$ cat config.mk
export PLATFORM = sky130hd
export DESIGN_NAME = conbus_arbn
export DESIGN_NICKNAME = d
export VERILOG_FILES = /design/src/rtl/conbus_arbn_pkg.sv /design/src/rtl/conbus_arbn_pick.sv /design/src/rtl/conbus_arbn.sv
export SDC_FILE = /design/constraint.sdc
export NUM_CORES = 1
export LEC_CHECK = 0
export CAP_MARGIN = 20
export CORE_MARGIN = 2
export CORE_UTILIZATION = 30
export DETAILED_ROUTE_END_ITERATION = 8
export GPL_ROUTABILITY_DRIVEN = 0
export PLACE_DENSITY = 0.62
export SLEW_MARGIN = 10
export SYNTH_ARGS = -nofsm -noshare
export SYNTH_HDL_FRONTEND = slang
export SYNTH_HIERARCHICAL = 1
export SYNTH_SLANG_ARGS = --single-unit
$ cat constraint.sdc
create_clock -name sys_clk -period 3.5 [get_ports sys_clk]
set_input_delay 0.525 -clock sys_clk [delete_from_list [all_inputs] [get_ports sys_clk]]
set_output_delay 0.525 -clock sys_clk [all_outputs]
set_load 0.01 [all_outputs]
$ cat src/rtl/conbus_arbn_pkg.sv
// Shared constants and helpers for the conbus round-robin arbiter family.
package conbus_arbn_pkg;

  localparam int unsigned NMASTERS_MIN = 2;
  localparam int unsigned NMASTERS_MAX = 16;
  localparam int unsigned MAXHOLD_MAX  = 255;
  localparam int unsigned HOLDW        = 8;

  typedef logic [HOLDW-1:0] hold_cnt_t;

  function automatic int unsigned conbus_idxw(input int unsigned n);
    return $clog2(n);
  endfunction

endpackage

$ cat src/rtl/conbus_arbn_pick.sv
// Rotating find-first: first requester strictly after cur, wrapping modulo NMASTERS.
module conbus_arbn_pick
  import conbus_arbn_pkg::*;
#(
  parameter  int unsigned NMASTERS = 6,
  localparam int unsigned IDXW     = conbus_idxw(NMASTERS)
) (
  input  logic [NMASTERS-1:0] req,
  input  logic [IDXW-1:0]     cur,
  output logic                found,
  output logic [IDXW-1:0]     next_idx
);

  int unsigned     pos;
  logic [IDXW-1:0] pos_idx;

  always_comb begin
    found    = 1'b0;
    next_idx = cur;
    pos      = 0;
    pos_idx  = '0;
    // cur itself is excluded; the caller decides what happens when only cur requests
    for (int unsigned k = 1; k < NMASTERS; k++) begin
      pos     = (int'(cur) + k) % NMASTERS;
      pos_idx = IDXW'(pos);
      if (!found && req[pos_idx]) begin
        found    = 1'b1;
        next_idx = pos_idx;
      end
    end
  end

endmodule

$ cat src/rtl/conbus_arbn.sv
// N-master round-robin bus arbiter with optional hold limit, lock and preempt pulse.
module conbus_arbn
  import conbus_arbn_pkg::*;
#(
  parameter  int unsigned NMASTERS = 6,
  parameter  int unsigned MAXHOLD  = 0,
  localparam int unsigned IDXW     = conbus_idxw(NMASTERS)
) (
  input  logic                sys_clk,
  input  logic                sys_rst_n,
  input  logic [NMASTERS-1:0] req,
  input  logic [NMASTERS-1:0] lock,
  output logic [NMASTERS-1:0] gnt,
  output logic [IDXW-1:0]     gnt_idx,
  output logic                preempt
);

  localparam hold_cnt_t HOLD_SAT = (MAXHOLD > 0) ? HOLDW'(MAXHOLD - 1) : '0;

  if (NMASTERS < NMASTERS_MIN || NMASTERS > NMASTERS_MAX) begin : g_bad_nmasters
    $error("conbus_arbn: NMASTERS out of range");
  end
  if (MAXHOLD > MAXHOLD_MAX) begin : g_bad_maxhold
    $error("conbus_arbn: MAXHOLD out of range");
  end

  logic [IDXW-1:0]     cur_q, cur_d;
  hold_cnt_t           hold_q, hold_d;
  logic                preempt_q, preempt_d;
  logic [NMASTERS-1:0] gnt_q, gnt_d;
  logic                found;
  logic [IDXW-1:0]     next_idx;
  logic                hold_sat;

  conbus_arbn_pick #(
    .NMASTERS (NMASTERS)
  ) u_pick (
    .req      (req),
    .cur      (cur_q),
    .found    (found),
    .next_idx (next_idx)
  );

  always_comb begin
    cur_d     = cur_q;
    hold_d    = hold_q;
    preempt_d = 1'b0;
    hold_sat  = (MAXHOLD != 0) && (hold_q == HOLD_SAT);
    if (req[cur_q]) begin
      if (hold_sat && !lock[cur_q] && found) begin
        cur_d     = next_idx;
        hold_d    = '0;
        preempt_d = 1'b1;
      end else if ((MAXHOLD != 0) && !hold_sat) begin
        hold_d = hold_q + 1'b1;
      end
    end else begin
      hold_d = '0;
      if (found) begin
        cur_d = next_idx;
      end
    end
    // grant vector is registered alongside the owner so outputs never see inputs
    gnt_d        = '0;
    gnt_d[cur_d] = 1'b1;
  end

  always_ff @(posedge sys_clk or negedge sys_rst_n) begin
    if (!sys_rst_n) begin
      cur_q     <= '0;
      hold_q    <= '0;
      preempt_q <= 1'b0;
      gnt_q     <= NMASTERS'(1);
    end else begin
      cur_q     <= cur_d;
      hold_q    <= hold_d;
      preempt_q <= preempt_d;
      gnt_q     <= gnt_d;
    end
  end

  assign gnt     = gnt_q;
  assign gnt_idx = cur_q;
  assign preempt = preempt_q;

endmodule

==> flow_summary.toml <==
[clocking]
cts.sinks = 9
clock_path_buffers = 2
clock_latency_ns = 0.23
postCtsHoldBufs = 0
clk_pin_slew_ns = 0.04
cts_tree = "done"
root_buffer = "clkbuf_8"
cts_made_buffers = 3
htree_levels = 1

[detailed_routing]
drcViolationCount = 0
wl_per_cell_um = 14.64
vias_per_cell = 5.449
first_pass_iters = 4
wl_met1_mm = 1.675
ant_nets = 0
vias = 1346
drt_iter0_drc = 37
top_layer = "met4"
wl_met3_um = 96
dr_wl_met2_mm = 1.819
routed_wl_mm = 3.617

[worst_setup_path]
cp_top_family = "compound AO/OA/AOI/OAI gates"
crit_type = "flop to flop"
worstPathRequired_ns = 3.64
worstPathCellList = "ha_1 > a21o_1 > ha_1 > or4b_4 > a21oi_2 > a22oi_1 > o21ai_2 > mux2i_2 > nand3_2 > and3_4 > o32ai_4 > inv_2 > a211oi_2"
crit_buf_inv = 1
arrival_ns = 3.59
worstReg2RegStart = "gnt_idx[1]$_DFF_PN0_"
slowest_delay_ns = 0.49
r2r_cells = 13
worst-path-max-fanout = 6
slowest_stage = "or4b_4"
crit_top_cell = "ha_1"
r2r-end = "gnt[1]$_DFF_PN0_"
worst_setup_path_start_kind = "flop"
reg2reg_slack_ns = 0.05
endpoint_kind = "flop"

[floorplan]
placementRows = 24
die_x_um = 70.46
start_util_pct = 30.86
fp.coreArea_um2 = 4294
dieHeight_um = 70.46
dieArea_um2 = 4965
io_pins = 24

[place]
dp_cells = 233
hpwlAfterDp_mm = 2.562
io_buffers = 16

[synth]
yosysSeqAreaShare_pct = 17.09
yosys_register_bits = 9
synth_xor_area_share_pct = 4.627
synth_top_area_share_pct = 15.11
synth.avg_cell_area_um2 = 9.014
synth-edff-count = 0
synth-main-ff-cell = "dfrtp_1"
synth_fa_ha_area_share_pct = 9.443
synth_mux_area_share_pct = 12.75
synth_compound_area_share_pct = 29.27
yosysTopAreaCell = "dfrtp_1"
syn_inst = 147
postSynth.asyncResetShare_pct = 100.0
synth_most_common_cell = "ha_1"
synth_area_leaders = "dfrtp_1 15%, ha_1 9.4%, mux2i_1 6.8%"
syn_nets = 171
synth_area_um2 = 1325
synth_top_family_by_area = "compound AO/OA/AOI/OAI gates"
ys_types = 67
synth-simple-area-share_pct = 20.87
netlist_top_cells_count = "10 x ha_1, 9 x mux2i_1, 9 x nand3_1, 8 x dfrtp_1, 8 x inv_1"
ys_warn_count = 6

[sta]
rsz0062_at_grt = "true"
min_period_over_period_pct = 98.44
setup_viol = 0
whs_ns = 0.5908
finClkSkew_ns = 0.002062
fin_tns_setup_ns = 0
final_hold_viol_count = 0
min_period_ns = 3.445
max_freq_ghz = 0.2902
drv_slew = 0

[layout]
synthToLayoutAreaGrowth_pct = 51.18
nNetsFinal = 220
nFillCells = 410
drive_above_1_share_pct = 45.13
antenna_cells = 0
instances_no_fill = 247

[global_route]
grt_pass1_wl_mm = 5.499
grtUsageTotal_pct = 13.30
grt_pass1_vias = 1230
grt_overflow = 0
antenna_found_initial = 0
grt_max_degree = 16

[hold_path]
hold_class = "input port to asynchronous set/reset pin"

[run]
maxCapViolCount = 0

[run_status]
outcome = "complete, no violations"
-- cell type report --
cell class / count / area (um2) / share of cell area [%]
multi-input cells: 124 / 1187 / 59.28
repair buffers: 48 / 437.9 / 21.86
well taps: 52 / 65.06 / 3.248
clock buffers: 4 / 45.04 / 2.249
inverters: 10 / 37.54 / 1.874
flip-flops and latches: 9 / 230.2 / 11.49
-- per-layer routing --
metal | global-route usage [%] | vias up
met1 | 18.25 | 636
met2 | 22.12 | 31
met5 | 0 | -
met3 | 2.309 | 4
li1 | - | 675
met4 | 2.137 | 0
-- sequential cells by signal, summed over array words and instances, names as in the netlist --
register	flops
gnt_idx	3
gnt	6
-- cells in the final DEF, fill, tap and decap left out, drive strengths merged, types with 7 or more instances in the layout --
cell type / synthesis / layout
mux2i: 9 / 9
o21ai: 8 / 8
ha: 10 / 10
buf: 3 / 31
nand3: 9 / 9
clkdlybuf4s50: 0 / 16
a21oi: 7 / 7
dfrtp: 8 / 8
inv: 10 / 10
-- worst register-to-register path: cells and delay by family, from the launching register on --
family,cells,cell delay [ns]
compound gates,6,1.07
simple gates,3,0.86
fa+ha+maj,2,0.55
flops,1,0.47
mux,1,0.30
buf+inv,1,0.10
-- worst max-delay path by stage --
stage / from / end / slack, ns / cells past startpoint
6_report: gnt_idx[1]$_DFF_PN0_ / gnt[1]$_DFF_PN0_ / 0.05 / 13
5_1_grt: gnt_idx[1]$_DFF_PN0_ / gnt[1]$_DFF_PN0_ / -0.11 / 13
3_3_place_gp: gnt_idx[1]$_DFF_PN0_ / gnt[0]$_DFF_PN1_ / -0.004 / 13
3_5_place_dp: gnt_idx[1]$_DFF_PN0_ / gnt[0]$_DFF_PN1_ / -0.01 / 13
2_1_floorplan: gnt_idx[2]$_DFF_PN0_ / gnt[0]$_DFF_PN1_ / 0.0005 / 15
4_1_cts: gnt_idx[1]$_DFF_PN0_ / gnt[0]$_DFF_PN1_ / 0.01 / 13
-- stage by stage --
stage	cell area, um2	utilization, %	worst slack [ns]
after detailed placement	1717	39.98	-0.01260
final	2003	46.65	0.05463
after global routing	2003	46.65	-0.1138
after global placement	1717	39.98	-0.003820
after CTS	1777	41.38	0.01335
after floorplan	1351	-	0.0005473
-- cell families after synthesis --
logic type	Yosys count
flip-flops	9
AO/OA/AOI/OAI	50
AND/OR/NAND/NOR	44
adder cells (fa/ha/maj)	10
multiplexers	15
buffers and inverters	14
XOR/XNOR	4
other	1
-- what timing repair did --
action                                  CTS  global route
buffers inserted                          0             9
endpoints found under the setup margin    4             9
pin swaps                                 0            14
resized for setup                         3            30
cloned                                    0             1
Power is not shown: default switching activity piles up to over one toggle a cycle in this logic, so the estimate is an artifact.
